**config.mk**
```make
export PLATFORM = sky130hd
export DESIGN_NAME = aes_inv_round_iter_flat
export DESIGN_NICKNAME = d
export VERILOG_FILES = /design/src/rtl/aes_pkg.sv /design/src/rtl/aes_inv_round_iter_if.sv /design/src/rtl/aes_inv_sbox.sv /design/src/rtl/inv_mixcolumns.sv /design/src/rtl/aes_inv_round_iter.sv /design/src/flat_wrapper.sv
export SDC_FILE = /design/constraint.sdc
export NUM_CORES = 2
export LEC_CHECK = 0
export BUFFER_PORTS_ARGS = -buffer_cell sky130_fd_sc_hd__buf_4
export CAP_MARGIN = 40
export CELL_PAD_IN_SITES_DETAIL_PLACEMENT = 2
export CELL_PAD_IN_SITES_GLOBAL_PLACEMENT = 2
export CORE_AREA = 4 4 460 462
export DETAILED_ROUTE_END_ITERATION = 10
export DIE_AREA = 0 0 464 466
export PLACE_DENSITY_LB_ADDON = 0.1
export SLEW_MARGIN = 0
export SYNTH_ARGS = -nofsm -noshare
export SYNTH_HDL_FRONTEND = slang
export SYNTH_SLANG_ARGS = --single-unit
```
**constraint.sdc**
```tcl
create_clock -name clk -period 10.25 [get_ports clk]
set_clock_uncertainty 0.2 [all_clocks]
set_input_delay 2.05 -clock clk [delete_from_list [all_inputs] [get_ports clk]]
set_output_delay 2.05 -clock clk [all_outputs]
set_load 0.1 [all_outputs]
```
**src/rtl/aes_pkg.sv**
```systemverilog
// Shared AES types, constants and byte-order helpers for the inverse round datapath.
package aes_pkg;

  localparam int AES_BLOCK_W = 128;
  localparam int NR_128      = 10;
  localparam int NR_192      = 12;
  localparam int NR_256      = 14;

  typedef enum logic [1:0] {
    IDLE  = 2'd0,
    ROUND = 2'd1,
    FINAL = 2'd2,
    DONE  = 2'd3
  } aes_state_e;

  // Byte 0 sits in the most significant byte of the block.
  function automatic int byte_lsb(input int idx);
    return AES_BLOCK_W - 8 - 8 * idx;
  endfunction

  function automatic logic [AES_BLOCK_W-1:0] inv_shift_rows(input logic [AES_BLOCK_W-1:0] s);
    logic [AES_BLOCK_W-1:0] o;
    o = '0;
    for (int c = 0; c < 4; c++) begin
      for (int r = 0; r < 4; r++) begin
        o[byte_lsb(4 * c + r) +: 8] = s[byte_lsb(4 * ((c - r + 4) % 4) + r) +: 8];
      end
    end
    return o;
  endfunction

endpackage

```
**src/rtl/aes_inv_round_iter_if.sv**
```systemverilog
// Ciphertext/plaintext handshakes, round-key fetch and status of the inverse round engine.
interface aes_inv_round_iter_if;
  import aes_pkg::*;

  logic                   in_valid;
  logic                   in_ready;
  logic [AES_BLOCK_W-1:0] ciphertext;
  logic [3:0]             rk_idx;
  logic [AES_BLOCK_W-1:0] rk_data;
  logic                   out_valid;
  logic                   out_ready;
  logic [AES_BLOCK_W-1:0] plaintext;
  logic                   busy;

  modport master (
    output in_valid, ciphertext, rk_data, out_ready,
    input  in_ready, rk_idx, out_valid, plaintext, busy
  );

  modport slave (
    input  in_valid, ciphertext, rk_data, out_ready,
    output in_ready, rk_idx, out_valid, plaintext, busy
  );
endinterface

```
**src/rtl/aes_inv_sbox.sv**
```systemverilog
// AES inverse S-box, purely combinational byte lookup.
module aes_inv_sbox (
  input  logic [7:0] a_i,
  output logic [7:0] q_o
);

  localparam logic [2047:0] INV_SBOX = {
    128'h52096ad53036a538bf40a39e81f3d7fb,
    128'h7ce339829b2fff87348e4344c4dee9cb,
    128'h547b9432a6c2233dee4c950b42fac34e,
    128'h082ea16628d924b2765ba2496d8bd125,
    128'h72f8f66486689816d4a45ccc5d65b692,
    128'h6c704850fdedb9da5e154657a78d9d84,
    128'h90d8ab008cbcd30af7e45805b8b34506,
    128'hd02c1e8fca3f0f02c1afbd0301138a6b,
    128'h3a9111414f67dcea97f2cfcef0b4e673,
    128'h96ac7422e7ad3585e2f937e81c75df6e,
    128'h47f11a711d29c5896fb7620eaa18be1b,
    128'hfc563e4bc6d279209adbc0fe78cd5af4,
    128'h1fdda8338807c731b11210592780ec5f,
    128'h60517fa919b54a0d2de57a9f93c99cef,
    128'ha0e03b4dae2af5b0c8ebbb3c83539961,
    128'h172b047eba77d626e169146355210c7d
  };

  // Entry 0 is the top byte, so the bit offset is (255 - a) * 8.
  assign q_o = INV_SBOX[{~a_i, 3'b000} +: 8];

endmodule

```
**src/rtl/inv_mixcolumns.sv**
```systemverilog
// AES InvMixColumns over a full 128-bit state, one GF(2^8) matrix product per column.
module inv_mixcolumns
  import aes_pkg::*;
(
  input  logic [AES_BLOCK_W-1:0] state_i,
  output logic [AES_BLOCK_W-1:0] state_o
);

  function automatic logic [7:0] xt(input logic [7:0] x);
    return {x[6:0], 1'b0} ^ (x[7] ? 8'h1b : 8'h00);
  endfunction

  function automatic logic [7:0] gm(input logic [7:0] x, input logic [3:0] k);
    logic [7:0] x2, x4, x8;
    x2 = xt(x);
    x4 = xt(x2);
    x8 = xt(x4);
    return (k[3] ? x8 : 8'h00) ^ (k[2] ? x4 : 8'h00) ^ (k[1] ? x2 : 8'h00) ^ (k[0] ? x : 8'h00);
  endfunction

  for (genvar c = 0; c < 4; c++) begin : g_col
    logic [7:0] a0, a1, a2, a3;
    assign a0 = state_i[byte_lsb(4 * c + 0) +: 8];
    assign a1 = state_i[byte_lsb(4 * c + 1) +: 8];
    assign a2 = state_i[byte_lsb(4 * c + 2) +: 8];
    assign a3 = state_i[byte_lsb(4 * c + 3) +: 8];

    assign state_o[byte_lsb(4 * c + 0) +: 8] = gm(a0, 4'he) ^ gm(a1, 4'hb) ^ gm(a2, 4'hd) ^ gm(a3, 4'h9);
    assign state_o[byte_lsb(4 * c + 1) +: 8] = gm(a0, 4'h9) ^ gm(a1, 4'he) ^ gm(a2, 4'hb) ^ gm(a3, 4'hd);
    assign state_o[byte_lsb(4 * c + 2) +: 8] = gm(a0, 4'hd) ^ gm(a1, 4'h9) ^ gm(a2, 4'he) ^ gm(a3, 4'hb);
    assign state_o[byte_lsb(4 * c + 3) +: 8] = gm(a0, 4'hb) ^ gm(a1, 4'hd) ^ gm(a2, 4'h9) ^ gm(a3, 4'he);
  end

endmodule

```
**src/rtl/aes_inv_round_iter.sv**
```systemverilog
// Iterative AES inverse cipher, one round per clock; round keys are fetched by index from an external store.
//   state | meaning
//   IDLE  | waiting for ciphertext, initial AddRoundKey with key NR on accept
//   ROUND | middle rounds NR-1..1 through InvMixColumns
//   FINAL | last round without InvMixColumns, result registered
//   DONE  | plaintext held until the consumer takes it
module aes_inv_round_iter
  import aes_pkg::*;
#(
  parameter int NR = NR_128
) (
  input logic clk,
  input logic rst,
  aes_inv_round_iter_if.slave bus
);

  localparam logic [3:0] NR_L = 4'(NR);

  aes_state_e             state_q;
  logic [3:0]             round_q;
  logic [AES_BLOCK_W-1:0] state_reg_q;
  logic [AES_BLOCK_W-1:0] plaintext_q;
  logic                   out_valid_q;

  logic [AES_BLOCK_W-1:0] isr, sub, addk, imc;

  // ROUND and FINAL share the same InvShiftRows/InvSubBytes/AddRoundKey front end.
  assign isr = inv_shift_rows(state_reg_q);

  for (genvar i = 0; i < 16; i++) begin : g_sbox
    aes_inv_sbox u_sbox (
      .a_i(isr[8*i +: 8]),
      .q_o(sub[8*i +: 8])
    );
  end

  assign addk = sub ^ bus.rk_data;

  inv_mixcolumns u_imc (
    .state_i(addk),
    .state_o(imc)
  );

  always_ff @(posedge clk or posedge rst) begin
    if (rst) begin
      state_q     <= IDLE;
      round_q     <= '0;
      state_reg_q <= '0;
      plaintext_q <= '0;
      out_valid_q <= 1'b0;
    end else begin
      case (state_q)
        IDLE: begin
          if (bus.in_valid) begin
            state_reg_q <= bus.ciphertext ^ bus.rk_data;
            round_q     <= NR_L - 4'd1;
            state_q     <= ROUND;
          end
        end
        ROUND: begin
          state_reg_q <= imc;
          if (round_q == 4'd1) state_q <= FINAL;
          else round_q <= round_q - 4'd1;
        end
        FINAL: begin
          plaintext_q <= addk;
          out_valid_q <= 1'b1;
          state_q     <= DONE;
        end
        DONE: begin
          if (bus.out_ready) begin
            out_valid_q <= 1'b0;
            state_q     <= IDLE;
          end
        end
        default: state_q <= IDLE;
      endcase
    end
  end

  assign bus.in_ready  = (state_q == IDLE);
  assign bus.busy      = (state_q != IDLE);
  assign bus.rk_idx    = (state_q == IDLE) ? NR_L : (state_q == ROUND) ? round_q : 4'd0;
  assign bus.out_valid = out_valid_q;
  assign bus.plaintext = plaintext_q;

endmodule

```
**src/flat_wrapper.sv**
```systemverilog
// flat-port wrapper written by rule: the top's interface ports become plain ports
module aes_inv_round_iter_flat import aes_pkg::*;
#(
  parameter int NR = NR_128
)
  (clk, rst, bus_in_valid, bus_ciphertext, bus_rk_data, bus_out_ready, bus_in_ready, bus_rk_idx, bus_out_valid, bus_plaintext, bus_busy);
  aes_inv_round_iter_if bus_i ();
  input logic clk;
  input logic rst;
  input wire logic [$bits(bus_i.in_valid)-1:0] bus_in_valid;
  input wire logic [$bits(bus_i.ciphertext)-1:0] bus_ciphertext;
  input wire logic [$bits(bus_i.rk_data)-1:0] bus_rk_data;
  input wire logic [$bits(bus_i.out_ready)-1:0] bus_out_ready;
  output wire logic [$bits(bus_i.in_ready)-1:0] bus_in_ready;
  output wire logic [$bits(bus_i.rk_idx)-1:0] bus_rk_idx;
  output wire logic [$bits(bus_i.out_valid)-1:0] bus_out_valid;
  output wire logic [$bits(bus_i.plaintext)-1:0] bus_plaintext;
  output wire logic [$bits(bus_i.busy)-1:0] bus_busy;
  assign bus_i.in_valid = bus_in_valid;
  assign bus_i.ciphertext = bus_ciphertext;
  assign bus_i.rk_data = bus_rk_data;
  assign bus_i.out_ready = bus_out_ready;
  assign bus_in_ready = bus_i.in_ready;
  assign bus_rk_idx = bus_i.rk_idx;
  assign bus_out_valid = bus_i.out_valid;
  assign bus_plaintext = bus_i.plaintext;
  assign bus_busy = bus_i.busy;
  aes_inv_round_iter #(.NR(NR)) u_core (.clk(clk), .rst(rst), .bus(bus_i));
endmodule
```
==> key figures <==
STA
  • Final Cycle Share: 0.663
  • Unrepaired setup endpoints after global routing: no
  • Minimum clock period after layout: 6.79 ns
  • Fmax: 147 MHz
  • Number of max-slew violations in the final report: 0
  • Max-slew headroom: 0.292
  • Worst Tran Pin Value: 1.05 ns
  • Setup violators final: 0
  • Endpoints failing hold: 0
  • Setup TNS: 0 ns

Final layout
  • Share of post-route cells with drive strength above 1: 0.135
  • Fin area: just over 80,000 um2
  • Final nets: 10,800
  • P&R area growth vs syn: 5.33%
  • Core Util, Final: 0.399
  • Non-Filler Instances: 13,100

Hold path
  • Worst hold path type: flop to flop

GRT
  • GRT overflow: 0
  • GRT Total Usage: 0.420
  • Vias in the first global route: between 90,000 and 100k
  • Largest net degree at the start of global routing: between 100 and 150
  • Initial antenna violation count: 14
  • First-pass GRT wire length: roughly 700 mm

Synthesis
  • Sequential share of the synthesized area: 0.0839
  • Register bit total from synthesis: 263
  • Yosys cell types: 131
  • Dominant cells by area after synthesis: dfrtp_1 8.4%, xnor2_1 7.0%, a21oi_1 5.6%
  • Synth top cells by count: 873 x a21oi_1, 718 x nand2_1, 708 x o21ai_0
  • Mapped Area: 78,500 um2
  • Syn_nets: 11,300
  • Async SR Flop Fraction: 1.00
  • Synth top area share: 0.0839
  • Synth area leader: dfrtp_1
  • Most used DFF post-synth: dfrtp_1
  • Synthesis warning total: 0
  • Number of flops mapped to enable cells by yosys: 0
  • Cells after Synth: between 10,000 and 15,000
  • Cell with the most instances after synthesis: a21oi_1
  • Synth Area per Inst: about 7.3 um2

Clocking
  • CTS sink cnt: 263
  • Clock root cell: clkbuf_16
  • Cts repair resizes: 0
  • Number of H-tree levels: 2
  • Setup bufs post-CTS: 0
  • Clk buf depth: 3
  • CTS Buf Count: between 40 and 50
  • TritonCTS clock tree: done
  • Hold-fix buffers, CTS: 0
  • Clk slew on worst S/H paths: 0.06 ns
  • Worst skew pair latency: 0.69 ns

Status
  • Outcome: complete, no violations

Floorplan
  • Die W: 464 um
  • Die area: 216,000 um2
  • Rows: between 150 and 200
  • Chip height: 466 um
  • Total core area: 207,000 um2
  • I/O Pins: 395
  • Initial Utilization: 0.379

Setup path
  • Slowest cell on the critical path: ha_1
  • Max incr delay on CP: 0.88 ns
  • Critical path arrival: 7.09 ns
  • Element type at the critical path start: flop
  • Path type of the worst setup path: flop to flop
  • Crit-path max FO: 19
  • CP endpoint kind: flop
  • CP required: approximately 11 ns
  • Crit-path cells: inv_1, ha_1, and2_1, nor3_1, o311a_1, a311oi_1, mux2i_1, nor3_2, buf_4, xnor2_1, xor3_2, xnor2_4, xor2_1, xnor2_1, a21oi_1, buf_4, a21oi_1

Route
  • Top sig layer: met5
  • WL/cell: 36.7 um
  • Routed WL: around 480 mm
  • Met3 WL: 39.5 mm
  • DR vias: 94,100
  • WL met2: 212 mm
  • Post-DRT Antenna Nets: 0
  • DRT iter0 DRCs: 12,800
  • Via density: 7.18
  • DRT Pass-1 Iters: 6
  • DRT met1 WL: 196 mm
  • Drt drc: 0

Place
  • Port bufs: 394
  • Placed instance count: 13,000
  • Post-DP HPWL: 348 mm
  • Routability cong.: 1.02
  • DP Area: 81,100 um2

Flow run
  • Max-cap violations: 0
-- through the flow --
step	setup WS, ns	hold WS, ns
2_1_floorplan	0.760	0.265
3_3_place_gp	3.68	0.269
3_5_place_dp	3.69	0.280
4_1_cts	3.63	0.296
5_1_grt	3.33	0.318
6_report	3.46	0.300
-- worst paths after layout --
kind                                                     start                                    end  slack [ns]  cells past startpoint
min in group asynchronous                                  rst  u_core.bus.plaintext[100]$_DFFE_PP0P_        1.37                      2
max in group asynchronous                                  rst     u_core.state_reg_q[18]$_DFFE_PP0P_        7.05                      4
setup reg to reg           u_core.state_reg_q[112]$_DFFE_PP0P_     u_core.state_reg_q[68]$_DFFE_PP0P_        3.46                     17
setup / recovery           u_core.state_reg_q[112]$_DFFE_PP0P_     u_core.state_reg_q[68]$_DFFE_PP0P_        3.46                     17
hold / removal              u_core.state_reg_q[86]$_DFFE_PP0P_     u_core.state_reg_q[86]$_DFFE_PP0P_        0.30                      1
hold reg to reg             u_core.state_reg_q[86]$_DFFE_PP0P_     u_core.state_reg_q[86]$_DFFE_PP0P_        0.30                      1
-- per-layer routing --
layer	up-vias	track usage
li1	39300	-
met1	48200	0.553
met2	5339	0.656
met3	1197	0.0597
met4	6	0.244
met5	-	0
-- cell type report --
class	instances	area, um2
Antenna cell	10	25.0
Clock buffer	60	1260
Clock inverter	19	262
Fill cell	24400	124000
Inverter	223	845
Multi-Input combinational cell	9077	64700
Sequential cell	263	6720
Tap cell	2788	3490
Timing Repair Buffer	677	5350
-- registers in the layout (all words and copies together), names as in the netlist --
signal                cells
u_core.round_q            4
u_core.state_reg_q      128
u_core.state_q            2
u_core.bus.plaintext    128
u_core.bus.out_valid      1
-- worst max-delay path, delay by kind of cell, from the launching register on --
family | cells | cell delay, ns
xor+xnor | 5 | 1.74
compound gates | 4 | 1.19
fa+ha+maj | 1 | 0.88
buf+inv | 3 | 0.81
flops | 1 | 0.76
simple gates | 3 | 0.70
mux | 1 | 0.31
-- kinds of logic (layout without fill, tap and decap cells) --
kind of cell	count (synthesis)	in the layout	share of synthesized area
compound gates	3948	3948	0.348
simple gates	3373	3373	0.220
buf+inv	1441	979	0.0924
xor+xnor	1097	1097	0.143
mux	379	379	0.0678
fa+ha+maj	280	280	0.0446
flops	263	263	0.0839
other cells	0	10	0
-- placed cells by master (no fill, tap or decap), types with 211 or more instances in the layout --
cell type    n
o21ai_0    708
xor2_1     304
xnor2_1    627
ha_1       278
a31oi_1    224
a21oi_1    873
nor2b_1    301
nand3_1    268
nor2_1     683
buf_4      651
nand2b_1   411
dfrtp_1    211
nor3_1     316
nand2_1    718
Power is not shown: default switching activity piles up to over one toggle a cycle in this logic, so the estimate is an artifact.
